### src/rtl/prod_accum_pkg.sv
// Shared types and defaults for the product accumulator.
// Holds the FSM state encoding and the default widths.
package prod_accum_pkg;

   localparam int P_W_DEF   = 8;
   localparam int ACC_W_DEF = 12;
   localparam int CNT_W     = 5;

   typedef enum logic [1:0] {
      IDLE  = 2'd0,
      ACCUM = 2'd1,
      DONE  = 2'd2
   } state_e;

   // A length of 0 requests the full 16 products.
   function automatic logic [CNT_W-1:0] len_to_cnt(
      input logic [3:0] len
   );
      logic [CNT_W-1:0] r;
      if (len == 4'd0) r = CNT_W'(16);
      else             r = {1'b0, len};
      return r;
   endfunction

endpackage

### src/rtl/prod_cnt.sv
// Remaining-product down-counter with load and zero detect.
// last flags the decrement that takes the count to zero.
import prod_accum_pkg::*;

module prod_cnt (
   input  logic       clk,
   input  logic       rst_n,
   input  logic       load,
   input  logic [3:0] load_len,
   input  logic       dec,
   output logic       last
);

   logic [CNT_W-1:0] cnt_q;
   logic [CNT_W-1:0] cnt_d;

   always_comb begin
      cnt_d = cnt_q;
      if (load) begin
         cnt_d = len_to_cnt(load_len);
      end else if (dec && (cnt_q != '0)) begin
         cnt_d = cnt_q - CNT_W'(1);
      end
   end

   assign last = dec && (cnt_q == CNT_W'(1));

   always_ff @(posedge clk) begin
      if (!rst_n) cnt_q <= '0;
      else        cnt_q <= cnt_d;
   end

endmodule

### src/rtl/prod_accum.sv
// Accumulates a programmed number of multiplier products and
// presents the sum with a valid/ready handshake.
import prod_accum_pkg::*;

module prod_accum #(
   parameter int P_W   = P_W_DEF,
   parameter int ACC_W = ACC_W_DEF
) (
   input  logic             clk,
   input  logic             rst_n,
   input  logic             start,
   input  logic [3:0]       len,
   input  logic             p_valid,
   input  logic [P_W-1:0]   p_data,
   output logic             p_ready,
   output logic [ACC_W-1:0] sum,
   output logic             sum_valid,
   input  logic             sum_ready,
   output logic             busy
);

   state_e           state_q;
   state_e           state_d;
   logic [ACC_W-1:0] acc_q;
   logic [ACC_W-1:0] acc_d;
   logic             cnt_load;
   logic             cnt_last;
   logic             xfer;

   assign p_ready = (state_q == ACCUM);
   assign xfer    = p_valid && p_ready;

   prod_cnt u_cnt (
      .clk      (clk),
      .rst_n    (rst_n),
      .load     (cnt_load),
      .load_len (len),
      .dec      (xfer),
      .last     (cnt_last)
   );

   always_comb begin
      state_d  = state_q;
      acc_d    = acc_q;
      cnt_load = 1'b0;
      unique case (state_q)
         IDLE: begin
            if (start) begin
               state_d  = ACCUM;
               acc_d    = '0;
               cnt_load = 1'b1;
            end
         end
         ACCUM: begin
            if (xfer) begin
               acc_d = acc_q + ACC_W'(p_data);
               if (cnt_last) state_d = DONE;
            end
         end
         DONE: begin
            if (sum_ready) state_d = IDLE;
         end
         default: state_d = IDLE;
      endcase
   end

   always_ff @(posedge clk) begin
      if (!rst_n) begin
         state_q <= IDLE;
         acc_q   <= '0;
      end else begin
         state_q <= state_d;
         acc_q   <= acc_d;
      end
   end

   // The accumulator doubles as the result register.
   assign sum       = acc_q;
   assign sum_valid = (state_q == DONE);
   assign busy      = (state_q != IDLE);

endmodule

### config.mk
export PLATFORM = sky130hd
export DESIGN_NAME = prod_accum
export DESIGN_NICKNAME = d
export VERILOG_FILES = /design/src/rtl/prod_accum_pkg.sv /design/src/rtl/prod_cnt.sv /design/src/rtl/prod_accum.sv
export SDC_FILE = /design/constraint.sdc
export NUM_CORES = 1
export LEC_CHECK = 0
export ABC_CLOCK_PERIOD_IN_PS = 2200
export CAP_MARGIN = 20
export CORE_MARGIN = 2
export CORE_UTILIZATION = 25
export DETAILED_ROUTE_END_ITERATION = 8
export SLEW_MARGIN = 10
export SYNTH_ARGS = -nofsm -noshare
export SYNTH_HDL_FRONTEND = slang
export SYNTH_SLANG_ARGS = --single-unit
### constraint.sdc
create_clock -name clk -period 2.2 [get_ports clk]
set_input_delay 0.44 -clock clk [delete_from_list [all_inputs] [get_ports clk]]
set_output_delay 0.44 -clock clk [all_outputs]
set_load 0.03 [all_outputs]
* After elaboration in Yosys (flattened, before gate mapping)
Index checks and enable logic that the tools add are counted.
** Cells by class
- Bitwise logic cells :: 0
- Add/subtract/negate cells :: 2
- Mux-type cells :: 13
- Div/mod/pow operators :: 0
- $lt $le $gt $ge :: 0
- $mul :: 0
- Reduce and logical (&&, ||, !) cells :: 11
- Shifts and indexed selects :: 0
- Eq/ne operators :: 7
** Operators by type and width (number)
- $mux W12 :: 2
- $pmux W12 S2 :: 1
- $mux W5 :: 3
- $add A12 B8 Y12 :: 1
- $mux W2 :: 4
- $ne A2 B1 Y1 const B :: 3
- $pmux W2 S3 :: 1
- $reduce_bool A2 Y1 :: 3
- $eq A5 B1 Y1 const B :: 1
- $reduce_bool A5 Y1 :: 1
- $sub A5 B1 Y5 const B :: 1
- $logic_not A4 Y1 :: 1
- $reduce_and A4 Y1 :: 1
- $logic_and A1 B1 Y1 :: 3
- $reduce_and A3 Y1 :: 1
- $eq A2 B1 Y1 const B :: 1
- $eq A2 B2 Y1 const B :: 1
- $logic_not A2 Y1 :: 1
- $mux W1 :: 2
- $ne A2 B2 Y1 const B :: 1
** Storage, ports and cells
- Output and inout bits :: 15
- Register bits :: 19
- Logic and storage cells :: 36
- RAM bits :: 0
- Input port bits :: 17
- Bits in latches :: 0
- Memories kept :: 0
- Memory bits (read-only) :: 0

* Depth between registers and ports, before layout
Gate-level depths: netlist of the first run.
- Word-level depth :: 6
- Mapped depth :: 7
- Mapped depth without buffers :: 7

* Hierarchy
From an unflattened synthesis of the first run, not the netlist that was laid out.
** Second synthesis, totals
- Cell total of the unflattened synthesis :: 155
- Area, all modules :: 1268.7 µm²
** By module, submodules not included
- prod_accum :: sequential area each 280.3 µm², area each 939.7 µm², cells an instance 112, times used 1
- prod_cnt :: sequential area each 100.1 µm², area each 329.1 µm², cells an instance 43, times used 1

* Worst setup path before layout of the first run
No wires, ideal clock.
- Path kind :: register -> register
- Start :: register acc_q[4] (netlist: sum[4])
- End :: register acc_q[7] (netlist: sum[7])
- Required time :: 2079 ps
- Arrival time :: 1822 ps
- Buffers on the path :: 0
- Path slack :: 257 ps
- Cell stages (with the launch flop) :: 7
- Setup time :: 121 ps
- Clock period less this slack :: 1943 ps
- Cells stage by stage :: dfxtp_1 ha_1 or2_2 and2_2 a31oi_1 xnor2_1 a2bb2o_1
** Between the ends
- Word-level cells in the longest chain between the ends :: 3
** Ends and longest elaborated chain
- from (decl) :: line prod_accum.sv:24 : logic [ACC_W-1:0] acc_q;
- from (signal assigned) :: line prod_accum.sv:70 : acc_q <= '0;
- from (signal assigned) :: line prod_accum.sv:73 : acc_q <= acc_d;
- $add A12 B8 Y12 :: line prod_accum.sv:56 : acc_d = acc_q + ACC_W'(p_data);
- $mux W12 :: line prod_accum.sv:55 : if (xfer) begin
- $pmux W12 S2 :: line prod_accum.sv:46 : unique case (state_q)
Every way passes these cells. The select of a mux whose other input is x is not followed.
A chain may end at the register's enable or synchronous reset.

* Worst setup path after layout of the first run
- Start :: input p_data[4]
- End :: register acc_q[7] (netlist: sum[7])
** Between the ends
- Word-level cells in the longest chain between the ends :: 3
** Ends and longest elaborated chain
- from (decl) :: line prod_accum.sv:14 : input logic [P_W-1:0] p_data,
- $add A12 B8 Y12 :: line prod_accum.sv:56
- $mux W12 :: line prod_accum.sv:55
- $pmux W12 S2 :: line prod_accum.sv:46
Every way passes these cells. The select of a mux whose other input is x is not followed.

==> metrics.log, run 1 <==
[metrics] post-layout instance count excluding filler cells: between 200 and 300
[metrics] filler instances: 507
[metrics] number of endpoints failing setup at the final stage: 0
[metrics] Total Nets Final: 226
[metrics] clock net sink count: 19
[metrics] number of CTS-inserted buffers: 3
[metrics] number of detailed-route iterations in the first pass: 4
[metrics] ant diodes: 0
[metrics] Tot Pwr: ~0.0011 W
[metrics] number of distinct library cell variants in the gate-level netlist after synthesis: 47
[metrics] area of the mapped netlist: 0.00125 sq mm
[metrics] total area of multi-input combinational cells: slightly below 900 sq um
[metrics] clock-pin slew of the registers on the worst-case setup and hold paths: ~0.080 ns
[metrics] R2R Setup Slk: ~0.40 ns
[metrics] static leakage power: about 0.74 nW
[metrics] data required time of the critical path: ~2.4 ns
[metrics] number of buffer cells added on primary ports: 31
[metrics] count of endpoints failing hold in the final timing report: 0
[metrics] maximum frequency from static timing analysis: roughly 480 MHz
[metrics] Async S/R FF share, synth: 0%
[metrics] Clock Root Buffer: sky130_fd_sc_hd__clkbuf_8
[metrics] CP endpoint kind: flip-flop
[metrics] clock tree skew after final layout: 0.00543 ns
[metrics] Syn Nets: around 180
[metrics] Sequential Area: between 300 and 400 sq um
[metrics] most frequent cell after synthesis: sky130_fd_sc_hd__dfxtp_1
[metrics] GRT overflow: 0
[metrics] sequential area share after synthesis: a little under a third
[metrics] buffer depth of the longest clock path: 2
[metrics] DR vias/cell: approximately 4.7
[metrics] max-slew headroom at the worst pin: about 70%
[metrics] wire length of the first global-routing pass: about 5.2 mm
[metrics] status: complete, no violations
[metrics] longest individual stage delay on the worst path: between 0.4 and 0.5 ns
[metrics] Util after Layout: between 30% and 40%
[metrics] vias in the first global route: between 1000 and 1500
[metrics] via count: 1239
[metrics] initial cell density of the core: around a quarter
[metrics] category of the critical setup timing path: primary input to flip-flop
[metrics] wire length per cell: roughly 12 microns
[metrics] height of the die: roughly 75 microns
[metrics] Final HPWL DP: ~2.4 mm
[metrics] number of enable flip-flop cells after synthesis: 0
[metrics] Critical path buffers and inverters: 1
[metrics] number of primary I/O pins: 32
[metrics] final sum of negative setup slack: 0 ns
[metrics] largest area contributor in the netlist: sky130_fd_sc_hd__dfxtp_1
[metrics] pin count of the biggest net entering global routing: 15
[metrics] worst setup timing slack at the placement stage: -0.199 ns
[metrics] Post-synth top cells: sky130_fd_sc_hd__dfxtp_1 (19), sky130_fd_sc_hd__nand2_1 (15), sky130_fd_sc_hd__a21oi_1 (14)
[metrics] number of hold-repair buffers added at the cts stage: 0
[metrics] DRC Markers: 0
[metrics] portion of synthesized cell area occupied by the leading cell type: between 30% and 40%
[metrics] fraction of layout cells with a size suffix above 1: ~17%
[metrics] source-to-sink clock delay at the later pin of the worst-skew pair: 0.26 ns
[metrics] type of the worst min-delay path: flip-flop to flip-flop
[metrics] floorplan die area: roughly 0.0056 sq mm
[metrics] Placer Congestion: around 0.8
[metrics] slack of the critical path: about 0.13 ns
[metrics] crit path max fanout: 3
[metrics] Min Clock Period, post-route: between 2 and 2.5 ns
[metrics] max-cap violation count: 0
[metrics] standard cell with the maximum stage delay on the critical path: sky130_fd_sc_hd__clkdlybuf4s50_1
[metrics] top_reg_cell synth: sky130_fd_sc_hd__dfxtp_1
[metrics] gate family responsible for the most delay along the worst path: simple AND/OR/NAND/NOR gates
[metrics] most area-consuming cells after synthesis: sky130_fd_sc_hd__dfxtp_1 (30%), sky130_fd_sc_hd__ha_1 (11%), sky130_fd_sc_hd__a21oi_1 (5.6%), sky130_fd_sc_hd__nand2_1 (4.5%), sky130_fd_sc_hd__o21ai_0 (3.6%)
[metrics] number of cell rows: 25
[metrics] Iteration-0 DRC Markers: 35
[metrics] gr usage total: 11.7%
[metrics] CP Launch Type: primary input
[metrics] Detailed Route WL: around 3.1 mm
[metrics] Die Width: approximately 75 microns
[metrics] power per standard cell area: 578 mW/mm^2
[metrics] synthesis-to-layout area growth: 47.1%
[metrics] H-tree levels: 1
[metrics] arrival time of the worst setup path: about 2.2 ns
[metrics] synthesized instance count: about 150
[metrics] transition time at the pin with the least slew margin: around 0.46 ns
[metrics] remaining antenna violation count after routing: 0
[metrics] final cycle utilization of the critical path: a little over nine tenths
[metrics] highest ir drop seen on vdd: 0.407 mV
[metrics] Yosys reg bits: 19
[metrics] ordered list of cells on the worst path: clkdlybuf4s50_1 > ha_1 > or2_2 > and2_2 > a31oi_1 > xnor2_1 > a2bb2o_1
[metrics] total number of yosys warnings: 0
[metrics] TritonCTS clock tree: yes
[metrics] number of max-slew violations in the final report: 0
[metrics] number of placed instances with taps included: 258
[metrics] synthesized area divided by synthesized cell count: roughly 8.5 sq um
[metrics] area of the core region: between 0.004 and 0.005 sq mm
[metrics] antenna violations before repair: 0
## layout make-up
class / count / share of cell area [%]
Clock buffer: 3 / 2.25
Clock inverter: 1 / 0.273
Inverter: 4 / 0.818
Sequential cell: 19 / 20.7
Timing Repair Buffer: 48 / 24.0
Multi-Input combinational cell: 121 / 47.4
Tap cell: 67 / 4.57
## flip-flops by register name, indices dropped and copies added, names as in the netlist
name,cells
u_cnt.cnt_q,5
sum,12
state_q,2
## cells in the final DEF, fill, tap and decap left out, drive strengths merged, types with 3 or more instances in the layout
cell type,instances
inv,4
ha,11
a31oi,3
dfxtp,19
nand3,5
and2,6
buf,17
a21oi,14
nor2b,5
nor3,4
xnor2,3
nand2,15
o21ai,11
clkdlybuf4s50,30
xor2,4
clkbuf,3
a21o,3
nor2,6
## path summary, 6_finish.rpt
kind | start | end | cells past startpoint
worst max register to register | sum[0] | sum[9] | 8
worst min-delay path | sum[11] | sum[11] | 2
worst min register to register | sum[11] | sum[11] | 2
worst max-delay path | p_data[4] | sum[7] | 7
## power by group
part	internal [W]	switching [W]	leakage, nW
clock network	0.000126	0.000130	0.0255
logic	0.000201	0.000204	0.562
registers	0.000371	0.0000275	0.155
## through the flow
step                      hold WS, ns  instance area (sq um)
after floorplan                 0.510                   1250
after global placement          0.463                   1740
after detailed placement        0.472                   1740
after CTS                       0.484                   1790
after global routing            0.534                   1840
final                           0.499                   1840
## what timing repair did
item,in CTS,in global routing
resized for setup,0,7
buffers inserted,0,1
setup endpoints to repair,0,4
## cells by family (layout without fill, tap and decap cells)
kind of cell / Yosys count / after routing / share of synthesized area [%]
simple gates: 55 / 55 / 24.4
compound gates: 46 / 46 / 24.1
flops: 19 / 19 / 30.5
fa+ha+maj: 12 / 12 / 12.6
xor+xnor: 7 / 7 / 4.91
buf+inv: 7 / 56 / 2.71
mux: 1 / 1 / 0.802
## per-layer routing
| metal | GRT usage [%] | wire length, microns |
|---|---|---|
| met3 | 2.81 | 126 |
| met1 | 16.7 | 1530 |
| met5 | 0 | 0 |
| met4 | 2.38 | 21 |
| met2 | 18.3 | 1380 |
## worst reg2reg max path, stage by stage, from the launching register on
cell and delay, ns:
sky130_fd_sc_hd__dfxtp_1 0.36, sky130_fd_sc_hd__ha_2 0.19, sky130_fd_sc_hd__buf_4 0.11, sky130_fd_sc_hd__a211oi_1 0.07
sky130_fd_sc_hd__o21ai_2 0.24, sky130_fd_sc_hd__a31oi_4 0.14, sky130_fd_sc_hd__buf_4 0.16, sky130_fd_sc_hd__or3_1 0.34
sky130_fd_sc_hd__a21oi_1 0.13
Note: power is estimated with default switching activity, not from simulation.
==> run 2: changes to the inputs <==
REMOVE_ABC_BUFFERS = 1   (was not set)
==> metrics.log, run 2 (same netlist as run 1, synthesis figures left out) <==
[metrics] height of the die: approximately 75 microns
[metrics] depth of the critical timing path with buffers and inverters included: 7
[metrics] via count: roughly 1200
[metrics] Detailed Route WL: roughly 3.1 mm
[metrics] unrepaired setup endpoints after global routing: yes
[metrics] CP endpoint kind: flip-flop
[metrics] Clock Root Buffer: sky130_fd_sc_hd__clkbuf_8
[metrics] Critical path buffers and inverters: 1
[metrics] number of detailed-route iterations in the first pass: 4
[metrics] GRT overflow: 0
[metrics] synthesis-to-layout area growth: 43.8%
[metrics] count of endpoints failing hold in the final timing report: 0
[metrics] worst setup timing slack at the placement stage: -0.212 ns
[metrics] DR vias/cell: between 4 and 5
[metrics] status: complete, no violations
[metrics] static leakage power: 0.729 nW
[metrics] power per standard cell area: about 590 mW/mm^2
[metrics] wire length per cell: ~12 microns
[metrics] filler instances: slightly above 500
[metrics] antenna violations before repair: 0
[metrics] number of CTS-inserted buffers: 3
[metrics] number of flip-flops under the largest register name: 12
[metrics] initial cell density of the core: a little over a quarter
[metrics] Iteration-0 DRC Markers: 24
[metrics] number of setup buffers added after CTS: 0
[metrics] Tot Pwr: 0.00105 W
[metrics] Total Nets Final: 225
[metrics] longest individual stage delay on the worst path: around 0.48 ns
[metrics] Placement Cell Area: around 0.0017 sq mm
[metrics] crit path max fanout: 4
[metrics] DRC Markers: 0
[metrics] Die Width: approximately 75 microns
[metrics] slack of the critical path: roughly 0.12 ns
[metrics] category of the critical setup timing path: primary input to flip-flop
[metrics] arrival time of the worst setup path: 2.28 ns
[metrics] data required time of the critical path: around 2.4 ns
[metrics] most common cell after layout, fill and taps aside: sky130_fd_sc_hd__clkdlybuf4s50_1
[metrics] ant diodes: 0
[metrics] buffer depth of the longest clock path: 2
[metrics] Sequential Area: roughly 380 sq um
[metrics] max-slew headroom at the worst pin: between 60% and 70%
[metrics] switching fraction of total power: 34.4%
[metrics] H-tree levels: 1
[metrics] reg2reg start: sum[0]
[metrics] P_sw: approximately 0.00036 W
[metrics] clock tree skew after final layout: between 0.009 and 0.01 ns
[metrics] clock net sink count: 19
[metrics] Placer Congestion: around 0.8
[metrics] TritonCTS clock tree: yes
[metrics] depth of the worst register-to-register path: 6
[metrics] total area of multi-input combinational cells: between 800 and 900 sq um
[metrics] transition time at the pin with the least slew margin: 0.459 ns
[metrics] source-to-sink clock delay at the later pin of the worst-skew pair: between 0.2 and 0.3 ns
[metrics] R2R Setup Slk: 0.41 ns
[metrics] pin count of the biggest net entering global routing: 15
[metrics] sequential cell fraction of total power: between 30% and 40%
[metrics] wire length of the first global-routing pass: 5.06 mm
[metrics] total non-filler cell area in the finished layout: approximately 0.0018 sq mm
[metrics] most used cells in the layout excluding fill and tap cells: sky130_fd_sc_hd__clkdlybuf4s50_1 (31), sky130_fd_sc_hd__dfxtp_1 (19), sky130_fd_sc_hd__buf_4 (16)
[metrics] fraction of layout cells with a size suffix above 1: around 15%
[metrics] power share of the combinational group: between 30% and 40%
[metrics] reg-to-reg endpoint: sum[6]
[metrics] number of buffer cells added on primary ports: 31
[metrics] vias in the first global route: around 1100
[metrics] gate family responsible for the most delay along the worst path: compound AO/OA/AOI/OAI gates
[metrics] endpoint of the most critical setup path: sum[11]
[metrics] standard cell with the maximum stage delay on the critical path: sky130_fd_sc_hd__or4_1
[metrics] gr usage total: between 10% and 20%
[metrics] remaining antenna violation count after routing: 0
[metrics] CP startpoint: p_data[1]
[metrics] type of the worst min-delay path: flip-flop to flip-flop
[metrics] number of max-slew violations in the final report: 0
[metrics] number of endpoints failing setup at the final stage: 0
[metrics] highest ir drop seen on vdd: 0.374 mV
[metrics] Final HPWL DP: approximately 2.4 mm
[metrics] ordered list of cells on the worst path: clkdlybuf4s50_1 > ha_1 > a211oi_1 > o21ai_2 > a31oi_2 > or4_1 > a21oi_1
[metrics] max-cap violation count: 0
[metrics] CP Launch Type: primary input
[metrics] floorplan die area: about 0.0056 sq mm
[metrics] Int Pwr: 0.000689 W
[metrics] clock-pin slew of the registers on the worst-case setup and hold paths: about 0.09 ns
[metrics] final cycle utilization of the critical path: 94.4%
[metrics] maximum frequency from static timing analysis: ~480 MHz
[metrics] area of the core region: roughly 0.0048 sq mm
[metrics] Clk network pwr share: 24.9%
[metrics] number of cell rows: 25
[metrics] Min Clock Period, post-route: 2.08 ns
[metrics] number of primary I/O pins: 32
## run 2: worst register-to-register path, cell delays in order (launching register included)
cell and delay, ns:
sky130_fd_sc_hd__dfxtp_1 0.33, sky130_fd_sc_hd__ha_1 0.21, sky130_fd_sc_hd__fa_1 0.43, sky130_fd_sc_hd__a211oi_2 0.23, sky130_fd_sc_hd__o21ai_0 0.14, sky130_fd_sc_hd__xor2_1 0.16
sky130_fd_sc_hd__a32o_1 0.21
## run 2: final cells by class
cell class,instances,area share [%]
Timing Repair Buffer,47,24.0
Inverter,4,0.837
Clock buffer,3,2.30
Clock inverter,1,0.279
Sequential cell,19,21.2
Tap cell,67,4.67
Multi-Input combinational cell,121,46.7
## run 2: power groups by stage
| stage | Clock, W | Combinational, W | Sequential [W] |
|---|---|---|---|
| 6_report | 0.000262 | 0.000390 | 0.000399 |
| 5_1_grt | 0.000285 | 0.000435 | 0.000403 |
| 4_1_cts | 0.000270 | 0.000390 | 0.000399 |
| 3_5_place_dp | 0 | 0.000388 | 0.000407 |
| 3_3_place_gp | 0 | 0.000387 | 0.000407 |
| 2_1_floorplan | 0 | 0.000219 | 0.000422 |
## run 2: metrics by stage
step / TNS (ns) / utilization (%) / instances / hold WS (ns)
floorplan: 0 / - / 144 / 0.510
global placement: -0.908 / 36.7 / 258 / 0.470
detailed placement: -1.09 / 36.7 / 258 / 0.480
CTS: 0 / 37.6 / 262 / 0.492
global route: -0.0370 / 37.7 / 262 / 0.513
finish: 0 / 37.7 / 262 / 0.486
## run 2: how the worst min path moves through the flow
| stage | startpoint | end | slack, ns | depth (start not counted) |
|---|---|---|---|---|
| after CTS | sum[11] | sum[11] | 0.49 | 2 |
| after detailed placement | sum[11] | sum[11] | 0.48 | 2 |
| after global routing | sum[11] | sum[11] | 0.51 | 2 |
| final | sum[11] | sum[11] | 0.49 | 2 |
| after floorplan | u_cnt.cnt_q[1] | u_cnt.cnt_q[1] | 0.51 | 2 |
| after global placement | sum[11] | sum[11] | 0.47 | 2 |
## run 2: repair_timing
action / in CTS / in global routing
setup endpoints to repair: 0 / 4
hold endpoints to repair: 0 / 0
resized for setup: 0 / 1
hold buffers: 0 / 0
## run 2: routing by layer
metal	vias up	global-route usage, %	part of all wire (%)
li1	632	-	-
met1	530	17.6	54
met3	2	3.21	3.9
met5	-	0	0
met4	0	3.57	0.62
met2	26	17.1	42
==> run 3: changes to the inputs <==
REMOVE_ABC_BUFFERS = not set   (was 1)
==> results of run 3 <==
Same layout as run 1: the final DEF is identical, and so are final timing and power.
